`src/rtl/counter_pkg.sv`:
```
// Shared definitions for the counter block and its consumers.
//   CounterBw  : default timestamp/counter width, shared with the counter block.
//   clog2      : ceiling log2 usable in constant expressions.
//   fill_width : width of an occupancy counter spanning 0..depth.
package counter_pkg;

  localparam int unsigned CounterBw = 3;

  // Ceiling log2; clog2(1) = 0.
  function automatic int unsigned clog2(input int unsigned value);
    int unsigned res;
    res = 0;
    while ((res < 32) && ((32'd1 << res) < value)) begin
      res++;
    end
    return res;
  endfunction

  // Occupancy counters must hold the value depth itself, hence the extra bit.
  function automatic int unsigned fill_width(input int unsigned depth);
    return clog2(depth) + 1;
  endfunction

endpackage

```
`src/rtl/sync_edge_detect.sv`:
```
// Synchronises an asynchronous level into the clk_i domain and emits a
// single-cycle pulse on each synchronised rising edge.
//   clk_i   : sampling clock
//   rst_i   : asynchronous active-high reset; clears chain and history
//   async_i : asynchronous input level
//   rise_o  : high for one cycle per rising edge of the synchronised level
module sync_edge_detect #(
  parameter int unsigned SYNC_STAGES = 2
) (
  input  logic clk_i,
  input  logic rst_i,
  input  logic async_i,
  output logic rise_o
);

  logic [SYNC_STAGES-1:0] sync_q;
  logic                   hist_q;

  always_ff @(posedge clk_i or posedge rst_i) begin
    if (rst_i) begin
      sync_q <= '0;
      hist_q <= 1'b0;
    end else begin
      sync_q <= {sync_q[SYNC_STAGES-2:0], async_i};
      hist_q <= sync_q[SYNC_STAGES-1];
    end
  end

  // History resets low, so a level held high through reset release yields one pulse.
  assign rise_o = sync_q[SYNC_STAGES-1] & ~hist_q;

endmodule

```
`src/rtl/counter_capture_fifo.sv`:
```
// Timestamps rising edges of an asynchronous event with the free-running
// counter value and buffers them in a first-word-fall-through FIFO.
//   clk_i         : system clock, shared with the counter
//   rst_i         : asynchronous active-high reset
//   counter_val_i : timestamp source (counter output)
//   event_i       : asynchronous event; each rising edge requests a capture
//   ts_data_o     : head-of-FIFO timestamp, 0 when empty
//   ts_valid_o    : head entry valid
//   ts_ready_i    : consumer accepts head entry
//   fill_o        : occupancy 0..DEPTH
//   overflow_o    : sticky, a capture was dropped because the FIFO was full
//   clear_ovf_i   : synchronous clear of overflow_o (a same-edge drop wins)
module counter_capture_fifo
  import counter_pkg::*;
#(
  parameter int unsigned BW          = CounterBw,
  parameter int unsigned DEPTH       = 4,
  parameter int unsigned SYNC_STAGES = 2
) (
  input  logic                          clk_i,
  input  logic                          rst_i,
  input  logic [BW-1:0]                 counter_val_i,
  input  logic                          event_i,
  output logic [BW-1:0]                 ts_data_o,
  output logic                          ts_valid_o,
  input  logic                          ts_ready_i,
  output logic [fill_width(DEPTH)-1:0]  fill_o,
  output logic                          overflow_o,
  input  logic                          clear_ovf_i
);

  localparam int unsigned PtrW  = clog2(DEPTH);
  localparam int unsigned FillW = fill_width(DEPTH);
  localparam logic [FillW-1:0] FillFull = FillW'(DEPTH);

  logic             rise;
  logic [BW-1:0]    mem_q [DEPTH];
  logic [PtrW-1:0]  wr_ptr_q, wr_ptr_d;
  logic [PtrW-1:0]  rd_ptr_q, rd_ptr_d;
  logic [FillW-1:0] fill_q, fill_d;
  logic             ovf_q, ovf_d;
  logic             empty, full, pop, push, drop;

  sync_edge_detect #(
    .SYNC_STAGES (SYNC_STAGES)
  ) u_sync_edge_detect (
    .clk_i   (clk_i),
    .rst_i   (rst_i),
    .async_i (event_i),
    .rise_o  (rise)
  );

  always_comb begin
    empty = (fill_q == '0);
    full  = (fill_q == FillFull);
    pop   = ~empty & ts_ready_i;
    // A pop on the same edge frees the slot, so a full FIFO still accepts the push.
    push  = rise & (~full | pop);
    drop  = rise & full & ~pop;

    wr_ptr_d = wr_ptr_q;
    rd_ptr_d = rd_ptr_q;
    fill_d   = fill_q;
    if (push) wr_ptr_d = wr_ptr_q + PtrW'(1);
    if (pop)  rd_ptr_d = rd_ptr_q + PtrW'(1);
    if (push && !pop) begin
      fill_d = fill_q + FillW'(1);
    end else if (pop && !push) begin
      fill_d = fill_q - FillW'(1);
    end

    ovf_d = ovf_q;
    if (clear_ovf_i) ovf_d = 1'b0;
    if (drop)        ovf_d = 1'b1;
  end

  always_ff @(posedge clk_i or posedge rst_i) begin
    if (rst_i) begin
      wr_ptr_q <= '0;
      rd_ptr_q <= '0;
      fill_q   <= '0;
      ovf_q    <= 1'b0;
    end else begin
      wr_ptr_q <= wr_ptr_d;
      rd_ptr_q <= rd_ptr_d;
      fill_q   <= fill_d;
      ovf_q    <= ovf_d;
    end
  end

  // Storage is deliberately unreset; validity is carried by fill_q alone.
  // With push and pop at full, wr_ptr equals rd_ptr and the popped head is overwritten.
  always_ff @(posedge clk_i) begin
    if (push) begin
      mem_q[wr_ptr_q] <= counter_val_i;
    end
  end

  assign ts_valid_o = ~empty;
  assign ts_data_o  = empty ? '0 : mem_q[rd_ptr_q];
  assign fill_o     = fill_q;
  assign overflow_o = ovf_q;

endmodule
```
`config.mk`:
```
export PLATFORM = sky130hd
export DESIGN_NAME = counter_capture_fifo
export DESIGN_NICKNAME = d
export VERILOG_FILES = /design/src/rtl/counter_pkg.sv /design/src/rtl/sync_edge_detect.sv /design/src/rtl/counter_capture_fifo.sv
export SDC_FILE = /design/constraint.sdc
export NUM_CORES = 1
export LEC_CHECK = 0
export ABC_AREA = 0
export CORE_AREA = 2 2 51 53
export CTS_CLUSTER_DIAMETER = 150
export DETAILED_ROUTE_END_ITERATION = 6
export DIE_AREA = 0 0 53 55
export PLACE_DENSITY = 0.67
export SETUP_SLACK_MARGIN = 0.15
export SYNTH_ARGS = -nofsm -noshare
export SYNTH_HDL_FRONTEND = slang
export SYNTH_SLANG_ARGS = --single-unit
```
`constraint.sdc`:
```
create_clock -name clk_i -period 2.9 [get_ports clk_i]
set_clock_uncertainty 0.2 [all_clocks]
set_input_delay 0.58 -clock clk_i [delete_from_list [all_inputs] [get_ports clk_i]]
set_output_delay 0.58 -clock clk_i [all_outputs]
set_load 0.05 [all_outputs]
```
Word level (Yosys, flattened, before mapping)
Memory sizes are Yosys's and may differ from the RTL's.
Cells that the tools add are included.
{"block": "totals", "ff_bits": 11, "latch_bits": 0, "mem_bits_rw": 12, "romBits": 0, "input_bits": 8, "output_inout_bits": 8, "word_cells": 36, "mem_count": 1}
{"block": "op_classes", "addsub": 4, "mul": 0, "n_div": 0, "n_lt_le_gt_ge": 0, "n_eq_ne": 1, "shifts": 0, "muxes": 7, "n_bitwise": 10, "n_reduce_logical": 7}
{"name": "mem_q", "depth": 4, "word_bits": 3, "rd": 1, "rd_clocked_by_memory_dff": 0, "write_ports": 1, "line": "counter_capture_fifo.sv:37", "rtl": "logic [BW-1:0] mem_q [DEPTH];"}
{"operator": "$mux 3", "n": 3}
{"operator": "$and 1x1->1", "n": 5}
{"operator": "$add 2x1->2 const B", "n": 2}
{"operator": "$mux 1", "n": 4}
{"operator": "$not 1->1", "n": 4}
{"operator": "$reduce_bool 2->1", "n": 2}
{"operator": "$add 3x1->3 const B", "n": 1}
{"operator": "$eq 3x3->1 const B", "n": 1}
{"operator": "$logic_not 3->1", "n": 1}
{"operator": "$sub 3x1->3 const B", "n": 1}
{"operator": "$logic_and 1x1->1", "n": 2}
{"operator": "$logic_not 1->1", "n": 2}
{"operator": "$or 1x1->1", "n": 1}

Logic depth before layout (Yosys ltp)
{"block": "logic_depth", "ltp_word": 9, "mapped_depth": 9, "ltp_nobuf": 8}

By module
Synthesis repeated with hierarchy kept, for this count alone.
{"block": "unflattened", "cells_unflattened": 65, "area_unflattened_um2": 1028.5}
{"mod": "counter_capture_fifo", "n_inst": 1, "cells_per_inst": 60, "area_each_um2": 935.9, "seq_area_each_um2": 560.5}
{"mod": "sync_edge_detect", "n_inst": 1, "cells_per_inst": 5, "area_each_um2": 92.6, "seq_area_each_um2": 75.1}

Worst setup path before layout
Ideal clock, no wire load.
{"block": "synth_path", "path_kind": "register to register", "start": "register fill_q[0], in the netlist fill_o[0]", "end": "register fill_q[1], in the netlist fill_o[1]", "arrival_ns": 2.518, "required_time_ns": 2.575, "slack_ns": 0.057, "path_stages_with_launch": 8, "synth_period_minus_slack_ns": 2.843, "path_cell_list": "dfrtp_1 or3_1 clkbuf_1 nand2_1 ha_1 inv_1 fa_1 mux2_2"}
{"block": "synth_between", "word_cells_on_any_way": 16}
{"item": "start, declared", "line": "counter_capture_fifo.sv:40", "rtl": "logic [FillW-1:0] fill_q, fill_d;"}
{"item": "start signal, assigned", "line": "counter_capture_fifo.sv:86", "rtl": "fill_q <= fill_d;"}
{"item": "$logic_not 3->1 (*)", "line": "counter_capture_fifo.sv:54", "rtl": "empty = (fill_q == '0);"}
{"item": "$not 1->1 (*)"}
{"item": "named net ts_valid_o", "line": "counter_capture_fifo.sv:25", "rtl": "output logic ts_valid_o,"}
{"item": "$and 1x1->1 (*)", "line": "counter_capture_fifo.sv:56", "rtl": "pop = ~empty & ts_ready_i;"}
{"item": "$or 1x1->1", "line": "counter_capture_fifo.sv:58", "rtl": "push = rise & (~full | pop);"}
{"item": "$and 1x1->1", "line": "counter_capture_fifo.sv:58"}
{"item": "$logic_and 1x1->1 (*)", "line": "counter_capture_fifo.sv:66", "rtl": "if (push && !pop) begin"}
{"item": "$mux 3 (*)", "line": "counter_capture_fifo.sv:66"}
{"item": "named net fill_d[1]", "line": "counter_capture_fifo.sv:40"}
Mark *: on every way through the listed nets, which the timed path passes. The rest lies on a longest branch. The select of a mux whose other input is x is not followed.
A chain may end at the register's enable or synchronous reset.

Final worst setup path
{"block": "layout_path", "start": "input port ts_ready_i", "end": "register fill_q[1], in the netlist fill_o[1]"}
{"block": "layout_between", "word_cells_on_any_way": 9}
{"item": "start, declared", "line": "counter_capture_fifo.sv:26", "rtl": "input logic ts_ready_i,"}
{"item": "$and 1x1->1 (*)", "line": "counter_capture_fifo.sv:56"}
{"item": "$or 1x1->1", "line": "counter_capture_fifo.sv:58"}
{"item": "$and 1x1->1", "line": "counter_capture_fifo.sv:58"}
{"item": "$logic_and 1x1->1 (*)", "line": "counter_capture_fifo.sv:66"}
{"item": "$mux 3 (*)", "line": "counter_capture_fifo.sv:66"}
{"item": "named net fill_d[1]", "line": "counter_capture_fifo.sv:40"}
Mark *: on every way through the listed nets, which the timed path passes. The rest lies on a longest branch.

==> flow_summary.ini <==
[timing]
setup_tns_ns = 0
hold_viol = 0
finalCriticalPeriod_ns = 2.64
setup_violations = 0
slew_headroom_pct = 67.2
tightest_slew_ns = 0.490
maxSlewViolCount = 0
setup_ws_ns = 0.255
grt_setup_unrepaired = false
fmax_mhz = 378
period_share_pct = 91.2

[worst_setup_path]
crit_required_ns = 2.91
crit_chain = clkdlybuf4s50_1 > or4b_4 > nor2b_4 > ha_1 > inv_1 > fa_1 > mux2_2
worstSetupStartpointType = primary input
cpLargestDelayFamily = simple AND/OR/NAND/NOR gates
path_buf_inv = 2
timing.critical_path.slowest_cell_delay_ns = 0.54
crit_slowest_cell = or4b_4
critPathArrivalTime_ns = 2.65
criticalPathCategory = in -> reg
reg2reg_depth = 6
cp.depth = 7
cp_max_fo = 2
worst_setup_path_end_kind = flop

[worst_hold_path]
holdPathStages = 0
hold_class = reg -> reg

[global_route]
grt_max_degree = 14
antenna_found_initial = 0
grt_pass1_vias = 510
grt_pass1_wl_um = 2480
grt_usage_pct = 12.7
grt.overflow.total = 0

[run_status]
outcome = finished clean

[clock_tree]
root_buffer = clkbuf_4
cts_made_buffers = 3
clkSinkCount = 23
ctsLongestPathBuffers = 2
cts_tree = done
post-cts-setup-buffer-count = 0
clkTransAtPathRegs_ns = 0.12
htreeDepth = 1
insertion_delay_ns = 0.31

[routing]
routed_via_density = 4.54
drc = 0
drtIter0Drc = 1
ant_nets = 0
wl_per_cell_um = 12.5
vias = 509
dr.pass1.iters = 2
routed_wl_um = 1400

[final_layout]
layout_common_cells = edfxtp_1 (12), clkdlybuf4s50_1 (11), dfrtp_1 (10)
layout_commonest_cell = edfxtp_1
insertedDiodeCount = 0
area_delta_synth_final_pct = 21.3
nets = 97
fillCellCount = 217
stdcell_area_um2 = 1230
drive_gt1_share_pct = 24.4

[synth]
synth_edf_count = 12
synth.avg_cell_area_um2 = 16.1
ys.flop_type = edfxtp_1
ys_ff_latch = 23
synth_largest_area_cell = edfxtp_1
synth_area_leaders = edfxtp_1 (36%), dfrtp_1 (27%), mux4_2 (6.7%)
synth.net_count = 77
yosysWarnings = 0
yosysUniqueCellTypes = 22
synth-async-reset-ratio_pct = 47.8
yosysSeqAreaShare_pct = 62.8
syn_area_um2 = 1010
synth_top_cell_area_share_pct = 35.6
netlist_instances = 63

[placement]
gp_congestion = 0.723
place_ws_ns = -0.0913
postPlaceCellArea_um2 = 1200
io_buffers = 15
post-dp-hpwl_um = 1130

[floorplan]
die_w_um = 53
dieArea_um2 = 2920
start_util_pct = 42.8
ios = 16
core_area_um2 = 2360
rows = 18
die_y_um = 55

[job]
max_cap_viol_count = 0

[power_and_ir_drop]
leakage_nw = 0.497
irDropWorstVdd_mv = 0.446
p_per_area_nw_per_um2 = 988
p_total_mw = 1.21
cells in the mapped netlist, types with 2 or more instances:
library cell  count
mux4_2            3
ha_1              5
and2_2            4
clkbuf_1          2
xnor2_1           4
and2_1            3
edfxtp_1         12
dfrtp_1          11
xor2_1            2
inv_1             5
layout make-up:
class	count	area [um2]	share of cell area [%]
Sequential cell	23	637	51.9
Multi-Input combinational cell	32	339	27.6
Timing Repair Buffer	18	168	13.7
Tap cell	30	37.5	3.06
Clock buffer	3	22.5	1.83
Inverter	5	18.8	1.53
Clock inverter	1	5.00	0.408
per-stage QoR:
stage,hold slack (ns),utilization (%),instances
floorplan,0.131,-,63
global placement,0.139,50.9,108
detailed placement,0.139,50.9,108
CTS,0.169,51.9,112
global route,0.181,51.9,112
finish,0.165,51.9,112
path summary, 6_finish.rpt:
path | start | to | slack, ns
max | ts_ready_i | fill_o[1] | 0.26
min | u_sync_edge_detect.sync_q[0] | u_sync_edge_detect.sync_q[1] | 0.17
max reg2reg | fill_o[0] | fill_o[1] | 0.48
min reg2reg | u_sync_edge_detect.sync_q[0] | u_sync_edge_detect.sync_q[1] | 0.17
max in group asynchronous | rst_i | rd_ptr_q[0] | 1.87
min in group asynchronous | rst_i | u_sync_edge_detect.sync_q[0] | 0.33
where the power goes:
| group | internal [mW] | switching [mW] |
|---|---|---|
| Clock | 0.0514 | 0.0894 |
| Sequential | 0.421 | 0.0796 |
| Combinational | 0.241 | 0.331 |
what timing repair did:
item,CTS,global route
setup endpoints to repair,4,3
hold buffers,0,0
resized for setup,4,1
state kept, by name, summed over array words and instances (netlist names):
register	flops
fill_o	3
mem_q	12
overflow_o	1
rd_ptr_q	2
u_sync_edge_detect.hist_q	1
u_sync_edge_detect.sync_q	2
wr_ptr_q	2
cells by family (layout without fill, tap and decap cells):
logic type,after synthesis,count (layout),synth area share [%]
AO/OA/AOI/OAI,1,1,0.618
XOR/XNOR,6,6,5.19
adder cells (fa/ha/maj),6,6,8.16
buffers and inverters,8,27,3.71
flip-flops,23,23,62.8
multiplexers,5,5,9.27
AND/OR/NAND/NOR,14,14,10.3
metal layers:
layer  routed length (um)  vias up  global-route usage, %
met1                  608      244                   15.3
met2                  712        8                   20.0
met5                    0        -                      0
met4                   33        0                   8.97
li1                     -      253                      -
met3                   46        4                   3.23
(Power assumes the default switching activity.)
==> variant 1: new RTL, config.mk and constraints unchanged <==
Change the package constant `CounterBw` from 3 to 2.
--- a/src/rtl/counter_pkg.sv
+++ b/src/rtl/counter_pkg.sv
@@ -4,7 +4,7 @@
 //   fill_width : width of an occupancy counter spanning 0..depth.
 package counter_pkg;
 
-  localparam int unsigned CounterBw = 3;
+  localparam int unsigned CounterBw = 2;
 
   // Ceiling log2; clog2(1) = 0.
   function automatic int unsigned clog2(input int unsigned value);
Ports: changed (resized counter_val_i and ts_data_o); port bits go from 16 to 14. The function was not compared with the original's and may differ.
==> variant 1 against the unedited design <==
Sequential share of layout area down 3.0 points; worst setup slack better by 0.0019 ns; global-route usage shrank 1.9 points; total power decreased by 14%; routed wire length decreased by 11%; largest cell class unchanged; sequential cell count shrank 4; synthesized cell count decreased by 11%; final area shrank 14%; first-iteration DRC count decreased by 100%; die area unchanged; synthesized area is 16% lower; worst hold slack improved by 0.0045 ns; maximum frequency is essentially flat.
==> variant 1: results (changes against the unedited design) <==
.. list-table::
   :header-rows: 1

   * - Metric
     - Value
   * - Cell area after placement
     - 0.00103 mm² (-14%)
   * - Non-Clock Buffer Area Fraction
     - 14.1% (+0.47 points)
   * - Total number of vias
     - 445 (-13%)
   * - VDD IR-drop max
     - 0.000541 V (+21%)
   * - Async set-or-reset flop fraction in the synthesized netlist
     - 57.9% (+10 points)
   * - Clk cell area share
     - 2.61% (+0.37 points)
   * - Placed wire-length estimate
     - 976 µm (-13%)
   * - Wirelength, routed
     - 1250 µm (-11%)
   * - Filler cell count
     - 233 (+7.4%)
   * - Number of nets produced by synthesis
     - 69 (-10%)
   * - Static Leak
     - 0.440 nW (-11%)
   * - Critical path's slowest cell
     - sky130_fd_sc_hd__mux4_2
   * - Count of port buffers added during placement
     - 13 (-2)
   * - Biggest area contributors in the synthesized netlist
     - sky130_fd_sc_hd__dfrtp_1 32%, sky130_fd_sc_hd__edfxtp_1 28%, sky130_fd_sc_hd__ha_1 7.3%
   * - Seq/Total Area, Yosys
     - 60.3% (-2.5 points)
   * - Pre-antenna DRT Iters
     - 1 (-1)
   * - GRT Resource Usage Total
     - 10.8% (-1.9 points)
   * - Worst setup path end
     - ts_data_o[0]
   * - Multi-input combinational area share
     - 29.0% (+1.4 points)
   * - Internal Dissipation
     - 609 µW (-15%)
   * - Worst-skew pair later-pin latency
     - 0.29 ns (-0.02 ns)
   * - Family with the most delay on the worst path
     - multiplexers
   * - Post-synth top cells
     - 11 x sky130_fd_sc_hd__dfrtp_1, 8 x sky130_fd_sc_hd__edfxtp_1, 6 x sky130_fd_sc_hd__and2_1
   * - Path class of the lowest-slack min-delay path
     - register to register
   * - Normalized max-slew margin
     - 66.6% (-0.60 points)
   * - Fraction of layout cells with a size suffix above 1
     - 18.9% (-5.5 points)
   * - Seq. cell area
     - 515 µm² (-19%)
   * - Vias in the first global route
     - 476 (-6.7%)
   * - Number of flip-flops under the largest register name
     - 8 (-4)
   * - Non-CTS buffers
     - 16 (-2)
   * - Post-layout net count
     - 88 (-9.3%)
   * - Critical path startpoint
     - rd_ptr_q[0]
   * - Global-route wire length before repair
     - 2140 µm (-14%)
   * - Final weighted congestion in routability-driven placement
     - 0.698 (-3.4%)
   * - Pin count of the biggest net entering global routing
     - 12 (-2)
   * - Status
     - complete, no violations
   * - Data arrival time of the critical path
     - 1.86 ns (-0.79 ns)
   * - Count of flip-flops and latches
     - 19 (-17%)
   * - Worst stage delay on the critical path
     - 0.52 ns (-0.02 ns)
variant 1: cell count changes in the layout (fill, tap and decap cells not counted):
cell,change
sky130_fd_sc_hd__and2_2,-4
sky130_fd_sc_hd__clkdlybuf4s50_1,-1
sky130_fd_sc_hd__mux4_2,-1
sky130_fd_sc_hd__dlygate4sd2_1,-1
sky130_fd_sc_hd__edfxtp_1,-4
sky130_fd_sc_hd__dfrtp_2,-1
sky130_fd_sc_hd__dfrtp_1,+1
sky130_fd_sc_hd__and2_1,+3
variant 1: power groups by stage:
stage	logic, mW	clock network (mW)	registers (mW)
after floorplan	0.300	0	0.493
after global routing	0.538	0.151	0.435
after detailed placement	0.518	0	0.428
after global placement	0.507	0	0.426
after CTS	0.501	0.136	0.423
final	0.494	0.128	0.422
variant 1: repair_timing:
| action | CTS | global route |
|---|---|---|
| endpoints found under the setup margin | 3 | 0 |
| gates resized for setup | 3 | 0 |
| hold buffers | 0 | 0 |
variant 1: logic make-up after synthesis:
| kind of cell | Yosys count | share of synthesized area, % |
|---|---|---|
| flops | 19 | 60.3 |
| simple gates | 13 | 10.8 |
| buf+inv | 7 | 3.95 |
| xor+xnor | 6 | 6.15 |
| fa+ha+maj | 6 | 9.66 |
| mux | 4 | 8.34 |
| compound gates | 1 | 0.733 |
variant 1: per-layer routing:
layer	part of all wire (%)	vias up	global-route usage, %
met5	0	-	0
met4	0	0	6.41
met3	3.2	0	2.42
met2	48	6	16.5
met1	48	218	14.1
li1	-	221	-
variant 1: per-stage QoR:
step	setup slack, ns	setup TNS, ns	power [mW]	util [%]	std cells
after floorplan	0.208	0	0.793	-	56
after global placement	0.00271	0	0.933	43.5	100
after detailed placement	-0.0489	-0.0489	0.946	43.5	100
after CTS	0.223	0	1.06	44.6	104
after global routing	0.154	0	1.12	44.6	104
final	0.257	0	1.04	44.6	104
variant 1: worst min path at each step:
stage / from / end / slack (ns) / cells past startpoint
6_report: u_sync_edge_detect.sync_q[0] / u_sync_edge_detect.sync_q[1] / 0.17 / 0
5_1_grt: u_sync_edge_detect.sync_q[0] / u_sync_edge_detect.sync_q[1] / 0.19 / 0
4_1_cts: u_sync_edge_detect.sync_q[0] / u_sync_edge_detect.sync_q[1] / 0.18 / 0
3_5_place_dp: u_sync_edge_detect.sync_q[0] / u_sync_edge_detect.sync_q[1] / 0.15 / 0
3_3_place_gp: u_sync_edge_detect.sync_q[0] / u_sync_edge_detect.sync_q[1] / 0.14 / 0
2_1_floorplan: u_sync_edge_detect.sync_q[0] / u_sync_edge_detect.sync_q[1] / 0.13 / 0
==> variant 2: new RTL, same settings <==
Made on the original files. Reset style: synchronous (`rst_i`), changed in 2 clocked blocks. Comments in the files are not updated.
--- a/src/rtl/sync_edge_detect.sv
+++ b/src/rtl/sync_edge_detect.sv
@@ -16,7 +16,7 @@
   logic [SYNC_STAGES-1:0] sync_q;
   logic                   hist_q;
 
-  always_ff @(posedge clk_i or posedge rst_i) begin
+  always_ff @(posedge clk_i) begin
     if (rst_i) begin
       sync_q <= '0;
       hist_q <= 1'b0;
--- a/src/rtl/counter_capture_fifo.sv
+++ b/src/rtl/counter_capture_fifo.sv
@@ -74,7 +74,7 @@
     if (drop)        ovf_d = 1'b1;
   end
 
-  always_ff @(posedge clk_i or posedge rst_i) begin
+  always_ff @(posedge clk_i) begin
     if (rst_i) begin
       wr_ptr_q <= '0;
       rd_ptr_q <= '0;
Formal check against the unedited RTL: differs if rst_i is asserted again (counterexample within 4 cycles, from zero or initial values and one cycle with rst_i high); with rst_i held inactive, the same outputs for 10 cycles.
==> variant 2 against the unedited design <==
Total power down 7.9%; register-to-register slack is essentially flat; worst setup slack improved by 0.061 ns; routed wire length up 19%; sequential cell count up 2; count of clock-buffer cells in the layout is the same; final area up 6.4%; synthesized area up 5.2%; non-clock buffer count is the same.
==> variant 2: results (changes against the unedited design) <==
.. list-table::
   :header-rows: 1

   * - Metric
     - Value
   * - Status
     - complete, no violations
   * - Startpoint of the most critical register-to-register path
     - fill_o[0]
   * - GRT Resource Usage Total
     - 13.7% (+0.99 points)
   * - Data arrival time of the critical path
     - 1.80 ns (-0.85 ns)
   * - Global-route wire length before repair
     - 2730 µm (+10%)
   * - Normalized max-slew margin
     - 66.7% (-0.53 points)
   * - Static Leak
     - 0.496 nW (-0.24%)
   * - Endpoint with the worst hold slack
     - u_sync_edge_detect.sync_q[1]
   * - Quantity of hold-fixing buffers added after cts
     - 0 (unchanged)
   * - Seq/Total Area, Yosys
     - 58.3% (-4.5 points)
   * - Path class of the lowest-slack min-delay path
     - register to register
   * - Count of warnings emitted by yosys
     - 0 (unchanged)
   * - Worst-skew pair later-pin latency
     - 0.32 ns
   * - Worst setup path end
     - ts_data_o[1]
   * - Adder-Cell Fraction of Synth Area
     - 7.76% (-0.40 points)
   * - Placed wire-length estimate
     - 1280 µm (+14%)
   * - Vias in the first global route
     - 602 (+18%)
   * - Critical Path Start Type
     - register
   * - Final count of negative-setup-slack endpoints
     - 0 (unchanged)
   * - Worst setup slack for register-to-register paths
     - 0.48 ns (about the same)
   * - Clock tree root driver cell
     - sky130_fd_sc_hd__clkbuf_4
   * - Pin count of the biggest net entering global routing
     - 16 (+2)
   * - Fraction of layout cells with a size suffix above 1
     - 19.4% (-5.0 points)
   * - Total number of vias
     - 616 (+21%)
   * - VDD IR-drop max
     - 0.000456 V (+2.1%)
   * - Post-synth top cells
     - 13 x sky130_fd_sc_hd__dfxtp_1, 12 x sky130_fd_sc_hd__edfxtp_1, 6 x sky130_fd_sc_hd__nor2_1
   * - Hold wc startpoint
     - u_sync_edge_detect.sync_q[0]
   * - Post-synthesis compound-gate area fraction
     - 3.06% (+2.4 points)
   * - Worst R2R Path Depth
     - 8 (+2)
   * - Max_cap viols
     - 0 (unchanged)
   * - Pre-antenna DRT Iters
     - 3 (+1)
   * - Max clock buf depth
     - 2 (unchanged)
   * - Final weighted congestion in routability-driven placement
     - 0.666 (-7.8%)
   * - Flip-flop cell with the highest count after synthesis
     - sky130_fd_sc_hd__dfxtp_1
   * - Initial antenna violation count
     - 0 (unchanged)
   * - Violation count after the first detailed-route iteration
     - 5 (+4)
   * - Critical Path Fanout Max
     - 3 (+1)
   * - Biggest area contributors in the synthesized netlist
     - sky130_fd_sc_hd__edfxtp_1 34%, sky130_fd_sc_hd__dfxtp_1 24%, sky130_fd_sc_hd__mux4_2 6.3%
   * - Number of nets produced by synthesis
     - 91 (+18%)
   * - Proportion of synthesized area in mux cells
     - 9.64% (+0.37 points)
   * - Number of distinct standard cells referenced by the synthesized netlist
     - 24 (+9.1%)
   * - Async set-or-reset flop fraction in the synthesized netlist
     - 0% (-48 points)
   * - Post-synthesis xor/xnor area fraction
     - 2.47% (-2.7 points)
   * - Post-layout net count
     - 113 (+16%)
   * - Wirelength, routed
     - 1670 µm (+19%)
   * - H-Tree Depth
     - 1 (unchanged)
   * - R2R Path End
     - fill_o[2]
   * - Hold path cells
     - 1 (+1)
[variant 2: area by class of cell]
cell class	count	area (µm²)
tap	30	37.5
timing repair buffer	18	171
sequential	25	622
multi-input combinational	47	430
inverter	4	15.0
clock buffer	3	22.5
fill	212	1060
clock inverter	1	7.51
[variant 2: cell families after synthesis]
logic type      count (synthesis)
buf+inv                         5
xor+xnor                        3
compound gates                  6
simple gates                   26
flops                          25
fa+ha+maj                       6
mux                             6
[variant 2: where the power goes]
group          internal (mW)  leakage [nW]  switching, mW
Clock                 0.0527        0.0139          0.107
Combinational          0.186         0.267          0.317
Sequential             0.407         0.215         0.0475
Total                  0.645         0.496          0.472
[variant 2: metal layers]
| metal | vias to the layer above | global-route usage (%) | share of wire, % |
|---|---|---|---|
| met1 | 288 | 17.6 | 47 |
| met3 | 4 | 3.23 | 2.8 |
| met5 | - | 0 | 0 |
| li1 | 314 | - | - |
| met4 | 0 | 7.69 | 1.4 |
| met2 | 10 | 21.3 | 49 |
[variant 2: critical path, stage by stage, from the launching register on]
cell and delay (ns):
sky130_fd_sc_hd__dfxtp_2 0.41, sky130_fd_sc_hd__mux4_2 0.50, sky130_fd_sc_hd__and2b_1 0.16, sky130_fd_sc_hd__dlygate4sd2_1 0.41
[variant 2: per-stage QoR]
stage	hold WS, ns	std cells	cell area (µm²)	setup slack, ns	total power [mW]
global placement	0.235	124	1270	0.0609	0.977
detailed placement	0.228	124	1270	0.00513	0.983
global route	0.273	128	1310	0.220	1.18
CTS	0.261	128	1300	0.192	1.13
floorplan	0.214	77	1060	0.235	0.817
finish	0.257	128	1310	0.317	1.12
[variant 2: timing repair]
action,CTS,global route
setup buffers,0,0
pin swaps,0,0
resized for setup,4,2
endpoints found under the setup margin,4,3
